### src/rtl/req_encoder8.sv
// Sequential 8-to-3 request encoder: captures request lines as pending and grants one index at a time over valid/ready.
// Define REQ_ENC_RR_EN for round-robin selection; the default build uses fixed lowest-index priority.
module req_encoder8 (
  input  logic       clk,
  input  logic       rst,
  input  logic       ENABLE,
  input  logic [7:0] Din,
  input  logic       ready,
  output logic [2:0] Aout,
  output logic       valid,
  output logic [7:0] pending,
  output logic [3:0] pend_cnt,
  output logic       dup
);

  typedef enum logic {IDLE, HOLD} state_t;

  state_t     state_q;
  logic [7:0] pending_q, pending_d;
  logic [2:0] aout_q;
  logic       dup_q, dup_d;
  logic [2:0] sel;
  logic       any_pend;
  logic       load;
  logic [7:0] clr;
  logic [7:0] din_gated;
  logic [3:0] cnt;

`ifdef REQ_ENC_RR_EN
  logic [2:0] last_q;
  logic [2:0] rr_idx;
  logic       found;

  // Search starts one past the last grant and wraps; k=8 revisits last itself.
  always_comb begin
    sel    = last_q;
    found  = 1'b0;
    rr_idx = 3'd0;
    for (int k = 1; k <= 8; k++) begin
      rr_idx = last_q + k[2:0];
      if (!found && pending_q[rr_idx]) begin
        sel   = rr_idx;
        found = 1'b1;
      end
    end
  end
`else
  always_comb begin
    sel = 3'd0;
    for (int i = 7; i >= 0; i--) begin
      if (pending_q[i]) sel = i[2:0];
    end
  end
`endif

  assign any_pend  = |pending_q;
  assign load      = any_pend && ((state_q == IDLE) || ready);
  assign clr       = load ? (8'd1 << sel) : 8'd0;
  assign din_gated = ENABLE ? Din : 8'd0;
  assign pending_d = (pending_q & ~clr) | din_gated;
  assign dup_d     = |(din_gated & pending_q & ~clr);

  always_comb begin
    cnt = 4'd0;
    for (int i = 0; i < 8; i++) begin
      cnt = cnt + {3'd0, pending_q[i]};
    end
  end

  always_ff @(posedge clk) begin
    if (rst) begin
      state_q   <= IDLE;
      pending_q <= 8'd0;
      aout_q    <= 3'd0;
      dup_q     <= 1'b0;
`ifdef REQ_ENC_RR_EN
      last_q    <= 3'd7;
`endif
    end else begin
      pending_q <= pending_d;
      dup_q     <= dup_d;
      case (state_q)
        IDLE: begin
          if (any_pend) begin
            aout_q  <= sel;
            state_q <= HOLD;
          end
        end
        HOLD: begin
          if (ready) begin
            if (any_pend) aout_q <= sel;
            else          state_q <= IDLE;
          end
        end
        default: state_q <= IDLE;
      endcase
`ifdef REQ_ENC_RR_EN
      if (load) last_q <= sel;
`endif
    end
  end

  assign Aout     = aout_q;
  assign valid    = (state_q == HOLD);
  assign pending  = pending_q;
  assign pend_cnt = cnt;
  assign dup      = dup_q;

endmodule

### config.mk
export PLATFORM = sky130hd
export DESIGN_NAME = req_encoder8
export DESIGN_NICKNAME = d
export VERILOG_FILES = /design/src/rtl/req_encoder8.sv
export SDC_FILE = /design/constraint.sdc
export NUM_CORES = 1
export LEC_CHECK = 0
export BUFFER_PORTS_ARGS = -buffer_cell sky130_fd_sc_hd__buf_2
export CORE_MARGIN = 2
export CORE_UTILIZATION = 41
export CTS_BUF_LIST = sky130_fd_sc_hd__clkbuf_4 sky130_fd_sc_hd__clkbuf_8
export DETAILED_ROUTE_END_ITERATION = 16
export GPL_TIMING_DRIVEN = 1
export PLACE_DENSITY = 0.76
export SYNTH_ARGS = -nofsm -noshare
export SYNTH_HDL_FRONTEND = slang
export SYNTH_SLANG_ARGS = --single-unit
### constraint.sdc
create_clock -name clk -period 3.4 [get_ports clk]
set_input_delay 0.17 -clock clk [delete_from_list [all_inputs] [get_ports clk]]
set_output_delay 0.17 -clock clk [all_outputs]
set_load 0.01 [all_outputs]
==> impl_metrics.yaml, run 1 <==
run_status:
  status: "completed"
final_layout:
  multi_input_area_um2: 518.0
  regArea_um2: 262.8
  nNetsFinal: 152
  diodes: 0
  stdcell_count: 158
  drive_above_1_share_pct: 29.01
  num-fill-cells: 193
  fin_util_pct: 53.41
  area_delta_synth_final_pct: 23.73
clocking:
  clk_pin_slew_ns: 0.08
  cts_tree: "yes"
  clockRootBuffer: "clkbuf_4"
  htreeDepth: 1
  cts_num_sinks: 13
  clk_latency_ns: 0.28
  cts_buffers: 3
  ctsLongestPathBuffers: 2
  cts-hold-fix-buffers: 0
sta:
  finalMaxSlewViolations: 0
  fin_crit_ns: 3.252
  setup_viol: 0
  clock.fmax_mhz: 307.5
  finalSetupTns_ns: 0
  timing.final.crit_share_pct: 95.65
  hold_ws_ns: 0.1406
  worstMarginPinSlew_ns: 0.3385
  max_slew_margin_pct: 77.40
  rsz0062_at_grt: "false"
  hold_viol_final: 0
  skew_ns: 0.007318
synthesis:
  muxShareOfSynthArea_pct: 0
  syn_inst: 101
  seq_area_frac_synth_pct: 31.04
  ys_seq_elements: 13
  synth_cell_types: 29
  syn_nets: 121
  synth_xor_xnor_area_share_pct: 1.045
  synthSimpleGateAreaFrac_pct: 19.55
  synth_compound_area_share_pct: 25.67
  synth_fa_ha_area_share_pct: 15.52
  syn_area_um2: 838.3
  avgSynthCellArea_um2: 8.300
  synth_top_family_by_area: "compound AO/OA/AOI/OAI gates"
  yosysWarnings: 0
route:
  drc: 0
  drtIter0Drc: 16
  ant_nets: 0
  wire_per_inst_um: 12.46
  drt_first_pass_iters: 4
  num_vias: 826
  wirelength_mm: 1.969
  vias_per_cell: 5.228
critical_path:
  crit_path_frequent_cell: "fa_1"
  endpoint_kind: "primary output"
  r2r-end: "dup"
  path_cells: "fa_1 > inv_1 > fa_1 > fa_1 > inv_1 > ha_1 > inv_1 > fa_1 > xnor2_1 > buf_2"
  slowest_delay_ns: 0.54
  ff2ff_setup_slack_ns: 1.59
  r2r_cells: 6
  setup.worst_path.start_class: "flop"
  reg2reg_from: "pending[1]"
  arrival_ns: 3.08
  worstPathRequired_ns: 3.23
  critical_path_class: "flop to primary output"
  path_max_fanout: 8
  cp_slowest_cell: "fa_1"
global_route:
  grt_use_met1_pct: 22.29
  met3_usage_pct: 6.442
  antenna_found_initial: 0
  use_met2_pct: 28.38
  grt_pass1_wl_mm: 3.325
  busiest_layer: "met2"
  track_usage_pct: 17.78
  grt_max_degree: 14
  gr-total-overflow: 0
  grt_pass1_vias: 771
hold_path:
  holdPathStages: 3
  hold_end: "pending[4]"
  holdCritPathClass: "input port to flop"
  hp-start: "Din[4]"
pwr:
  pwr-share-seq_pct: 42.3
  p_comb_share_pct: 33.2
  ir_drop_v: 0.0002649
  internal_power_mw: 0.2817
  swShare_pct: 34.46
  total_power_mw: 0.4299
  p_sw_mw: 0.1482
  leakage_nw: 0.4963
  p_per_area_nw_per_um2: 414.5
  pwr-share-clk_pct: 24.5
placement:
  place.gp.congestion: 0.8305
  io_buffers: 28
  placedCellCount: 154
  dp_hpwl_mm: 1.538
die:
  die_area_um2: 2422
  dieHeight_um: 49.22
  die_w_um: 49.22
  rows: 16
  core_um2: 1942
  ios: 29
  initial_core_util_pct: 43.17
run:
  maxCapViolCount: 0
## worst max-delay path by stage
stage | from | to | slack [ns] | cells past startpoint
global placement | pending[0] | pend_cnt[2] | 0.45 | 10
floorplan | pending[0] | pend_cnt[2] | 0.49 | 9
CTS | pending[0] | pend_cnt[2] | 0.06 | 10
finish | pending[0] | pend_cnt[2] | 0.15 | 10
detailed placement | pending[0] | pend_cnt[2] | 0.38 | 10
global route | pending[0] | pend_cnt[2] | 0.02 | 10
## layout make-up
class / count / share of cell area (%)
Timing Repair Buffer: 28 / 13.51
Sequential cell: 13 / 25.33
Tap cell: 27 / 3.257
Clock buffer: 4 / 2.895
Multi-Input combinational cell: 72 / 49.94
Inverter: 14 / 5.066
## Yosys cell counts
| master | instances | area, um2 |
|---|---|---|
| inv_1 | 14 | 52.55 |
| dfxtp_1 | 13 | 260.3 |
| nand2_1 | 11 | 41.29 |
| a21oi_1 | 9 | 45.04 |
| nor2_1 | 9 | 33.78 |
| a22oi_1 | 5 | 37.54 |
| o21ai_0 | 5 | 25.02 |
| fa_1 | 4 | 80.08 |
| ha_1 | 4 | 50.05 |
| nor2b_1 | 3 | 18.77 |
| a41oi_1 | 2 | 17.52 |
| and3_1 | 2 | 12.51 |
| clkbuf_1 | 2 | 7.510 |
| nor2_2 | 2 | 12.51 |
| o21ai_1 | 2 | 10.01 |
| a211oi_1 | 1 | 7.510 |
| a2bb2oi_1 | 1 | 8.760 |
| a311o_1 | 1 | 10.01 |
| a31o_4 | 1 | 17.52 |
| a32oi_1 | 1 | 8.760 |
| nand2b_1 | 1 | 6.260 |
| nand3_1 | 1 | 5.000 |
| nand4_1 | 1 | 6.260 |
| nor4_4 | 1 | 21.27 |
| o2111ai_1 | 1 | 8.760 |
| o311a_1 | 1 | 10.01 |
| o41ai_1 | 1 | 8.760 |
| or3_1 | 1 | 6.260 |
| xnor2_1 | 1 | 8.760 |
## cells by family after synthesis
group	after synthesis
XOR/XNOR	1
buffers and inverters	16
flip-flops	13
adder cells (fa/ha/maj)	8
AND/OR/NAND/NOR	32
AO/OA/AOI/OAI	31
## sequential cells by signal, indices dropped and copies added, names as in the netlist
name	cells
Aout	3
dup	1
pending	8
valid	1
## metal layers
layer | vias to the layer above | routed length [um]
li1 | 413 | -
met1 | 378 | 837
met2 | 32 | 944
met3 | 3 | 175
met4 | 0 | 12
met5 | - | 0
## critical path, delay by kind of cell, from the launching register on
family / cells / cell delay [ns]
adder cells (fa/ha/maj): 5 / 1.96
buffers and inverters: 4 / 0.31
flip-flops: 1 / 0.37
XOR/XNOR: 1 / 0.16
## cells in the final DEF, fill, tap and decap left out, drive strengths merged, types with 2 or more instances in the layout
master / n
buf: 28
inv: 14
dfxtp: 13
nand2: 11
nor2: 11
a21oi: 9
o21ai: 7
a22oi: 5
fa: 4
ha: 4
clkbuf: 4
nor2b: 3
and3: 2
a41oi: 2
## per-stage QoR
| stage | setup slack, ns | instance area, um2 |
|---|---|---|
| 3_3_place_gp | 0.4466 | 1005 |
| 2_1_floorplan | 0.4886 | 838.3 |
| 6_report | 0.1478 | 1037 |
| 5_1_grt | 0.01908 | 1037 |
| 4_1_cts | 0.05816 | 1035 |
| 3_5_place_dp | 0.3769 | 1005 |
## power by group through the flow
| stage | Sequential, mW | Clock, mW | Combinational, mW |
|---|---|---|---|
| CTS | 0.182 | 0.107 | 0.144 |
| global placement | 0.184 | 0 | 0.141 |
| finish | 0.182 | 0.105 | 0.143 |
| global route | 0.185 | 0.117 | 0.162 |
| floorplan | 0.189 | 0 | 0.0922 |
| detailed placement | 0.185 | 0 | 0.144 |
## repair_timing
action | CTS | global route
setup buffers | 0 | 0
endpoints found under the setup margin | 0 | 1
resized for setup | 0 | 2
hold endpoints to repair | 0 | 0
Note: power is estimated with default switching activity, not from simulation.
==> inputs of run 2 (changes only) <==
ABC_AREA = 1   (was unset)
PLACE_DENSITY = 0.74   (was 0.76)
==> run 2 against run 1 <==
  * Utilization fell by 0.70 points
  * Register-to-register slack improved by 0.12 ns
  * Count of clock-buffer cells in the layout did not move
  * Clock skew fell by 0.00056 ns
  * Sequential power barely moved
  * Fmax fell by 0.15%
  * Clock power rose by 7%
  * First-iteration DRC count rose by 94%
  * Via count rose by 10%
  * Non-clock buffer count rose by 1
  * Die area rose by 11%
  * Global-route usage fell by 1.4 points
==> impl_metrics.yaml, run 2 <==
synthesis:
  async_reset_ff_share_pct: 0
  yosys.area.top_type: "dfxtp_1"
  syn_area_um2: 942.2
  avgSynthCellArea_um2: 7.138
  netlist_top_cells_count: "nand2_1, inv_1, dfxtp_1, a21oi_1"
  ys_seq_elements: 13
  yosys.cell_count.top_type: "nand2_1"
  synth_area_leaders: "dfxtp_1, nand2_1, fa_1"
  seq_area_frac_synth_pct: 27.62
  synth_cell_types: 24
  syn_nets: 152
  syn_inst: 132
  yosysWarnings: 0
  synth_top_area_share_pct: 27.62
  synth_edf_count: 0
  synthFlopType: "dfxtp_1"
placement:
  pre_cts_slack_ns: 0.4044
  io_buffers: 28
  placedCellCount: 186
  place.gp.congestion: 0.7798
  dp_hpwl_mm: 1.587
critical_path:
  worstPathRequired_ns: 3.23
  endpoint_kind: "primary output"
  ff2ff_setup_slack_ns: 1.71
  arrival_ns: 3.09
  path_max_fanout: 3
  r2r_cells: 11
  setup.worst_path.start_class: "flop"
  reg2reg_from: "pending[0]"
  critical_path_class: "flop to primary output"
  setup.worst_path.end: "pend_cnt[2]"
  r2r-end: "dup"
  crit_start: "pending[0]"
clocking:
  cts_tree: "yes"
  clk_pin_slew_ns: 0.09
  ctsLongestPathBuffers: 2
  clk_latency_ns: 0.29
  htreeDepth: 1
  cts_buffers: 3
  cts-hold-fix-buffers: 0
  clockRootBuffer: "clkbuf_4"
  cts_num_sinks: 13
pwr:
  p_per_area_nw_per_um2: 425.3
  leakage_nw: 0.6004
  total_power_mw: 0.4912
  ir_drop_v: 0.0002028
die:
  rows: 17
  initial_core_util_pct: 43.00
  dieHeight_um: 51.94
  core_um2: 2191
  die_w_um: 51.94
  die_area_um2: 2697
  ios: 29
final_layout:
  fin_util_pct: 52.71
  largest_reg_flops: 8
  diodes: 0
  layout_common_cells: "nand2_1, buf_2, inv_1"
  stdcell_count: 191
  layout_commonest_cell: "nand2_1"
  nNetsFinal: 184
  area_delta_synth_final_pct: 22.58
  drive_above_1_share_pct: 34.97
sta:
  fin_ws_ns: 0.1428
  fin_crit_ns: 3.257
  timing.final.crit_share_pct: 95.80
  rsz0062_at_grt: "false"
  clock.fmax_mhz: 307.0
  setup_viol: 0
  finalSetupTns_ns: 0
  hold_viol_final: 0
  worstMarginPinSlew_ns: 0.2605
  finalMaxSlewViolations: 0
  max_slew_margin_pct: 82.61
  skew_ns: 0.006759
global_route:
  track_usage_pct: 16.40
  antenna_found_initial: 0
  gr-total-overflow: 0
  busiest_layer: "met2"
  grt_pass1_vias: 712
  grt_max_degree: 13
  grt_pass1_wl_mm: 3.111
  use_met2_pct: 23.42
  met3_usage_pct: 5.460
  grt_use_met1_pct: 21.43
route:
  drtIter0Drc: 31
  wirelength_mm: 1.947
  wire_per_inst_um: 10.19
  vias_per_cell: 4.775
  drc: 0
  num_vias: 912
  ant_nets: 0
  drt_first_pass_iters: 4
run:
  maxCapViolCount: 0
run_status:
  status: "completed"
hold_path:
  holdCritPathClass: "input port to flop"
run 2: where the power goes:
part / total [mW] / switching (mW) / internal [mW]
clock network: 0.112 / 0.0586 / 0.0537
registers: 0.180 / 0.0134 / 0.167
logic: 0.198 / 0.120 / 0.0781
total: 0.491 / 0.192 / 0.299
run 2: per-layer routing:
layer,up-vias,share of wire [%]
met5,-,0
met4,0,2.1
met3,4,7.7
met2,28,47
met1,402,43
li1,478,-
run 2: metrics by stage:
step	hold slack [ns]	instance area [um2]
6_report	0.1278	1155
5_1_grt	0.1436	1155
4_1_cts	0.1357	1140
3_5_place_dp	0.4497	1110
3_3_place_gp	0.4375	1110
2_1_floorplan	0.2391	942.2
run 2: cell type report:
type / instances / area, um2
timing repair buffer: 29 / 147.6
fill: 206 / 1036
inverter: 21 / 78.83
sequential: 13 / 265.3
clock buffer: 4 / 30.03
tap: 28 / 35.03
multi-input combinational: 96 / 598.1
run 2: worst min path at each step:
stage,cells past startpoint,startpoint,endpoint,slack (ns)
final,3,Din[0],pending[0],0.13
after global routing,3,Din[1],pending[1],0.14
after CTS,3,Din[2],pending[2],0.14
after detailed placement,3,Din[1],pending[1],0.45
after global placement,3,Din[0],pending[0],0.44
after floorplan,1,rst,pending[6],0.24
run 2: critical path, stage by stage, from the launching register on:
cell and delay [ns]:
dfxtp_4 0.36, fa_1 0.53, inv_1 0.05, fa_1 0.49, fa_1 0.41, inv_1 0.07
ha_2 0.17, inv_1 0.05, fa_1 0.37, xnor2_1 0.15, buf_2 0.15
run 2: logic make-up after synthesis:
kind of cell | share of synthesized area [%]
AOI/OAI and AO/OA | 11.29
xor gates and xnor gates | 0.9298
adders and majority gates | 13.81
buffers and inverters | 9.164
DFF | 27.62
and+or+nand+nor | 37.19
run 2: timing repair:
| item | CTS | global route |
|---|---|---|
| hold endpoints to repair | 0 | 0 |
| setup endpoints to repair | 0 | 1 |
| setup buffers | 0 | 1 |
| resized for setup | 0 | 4 |
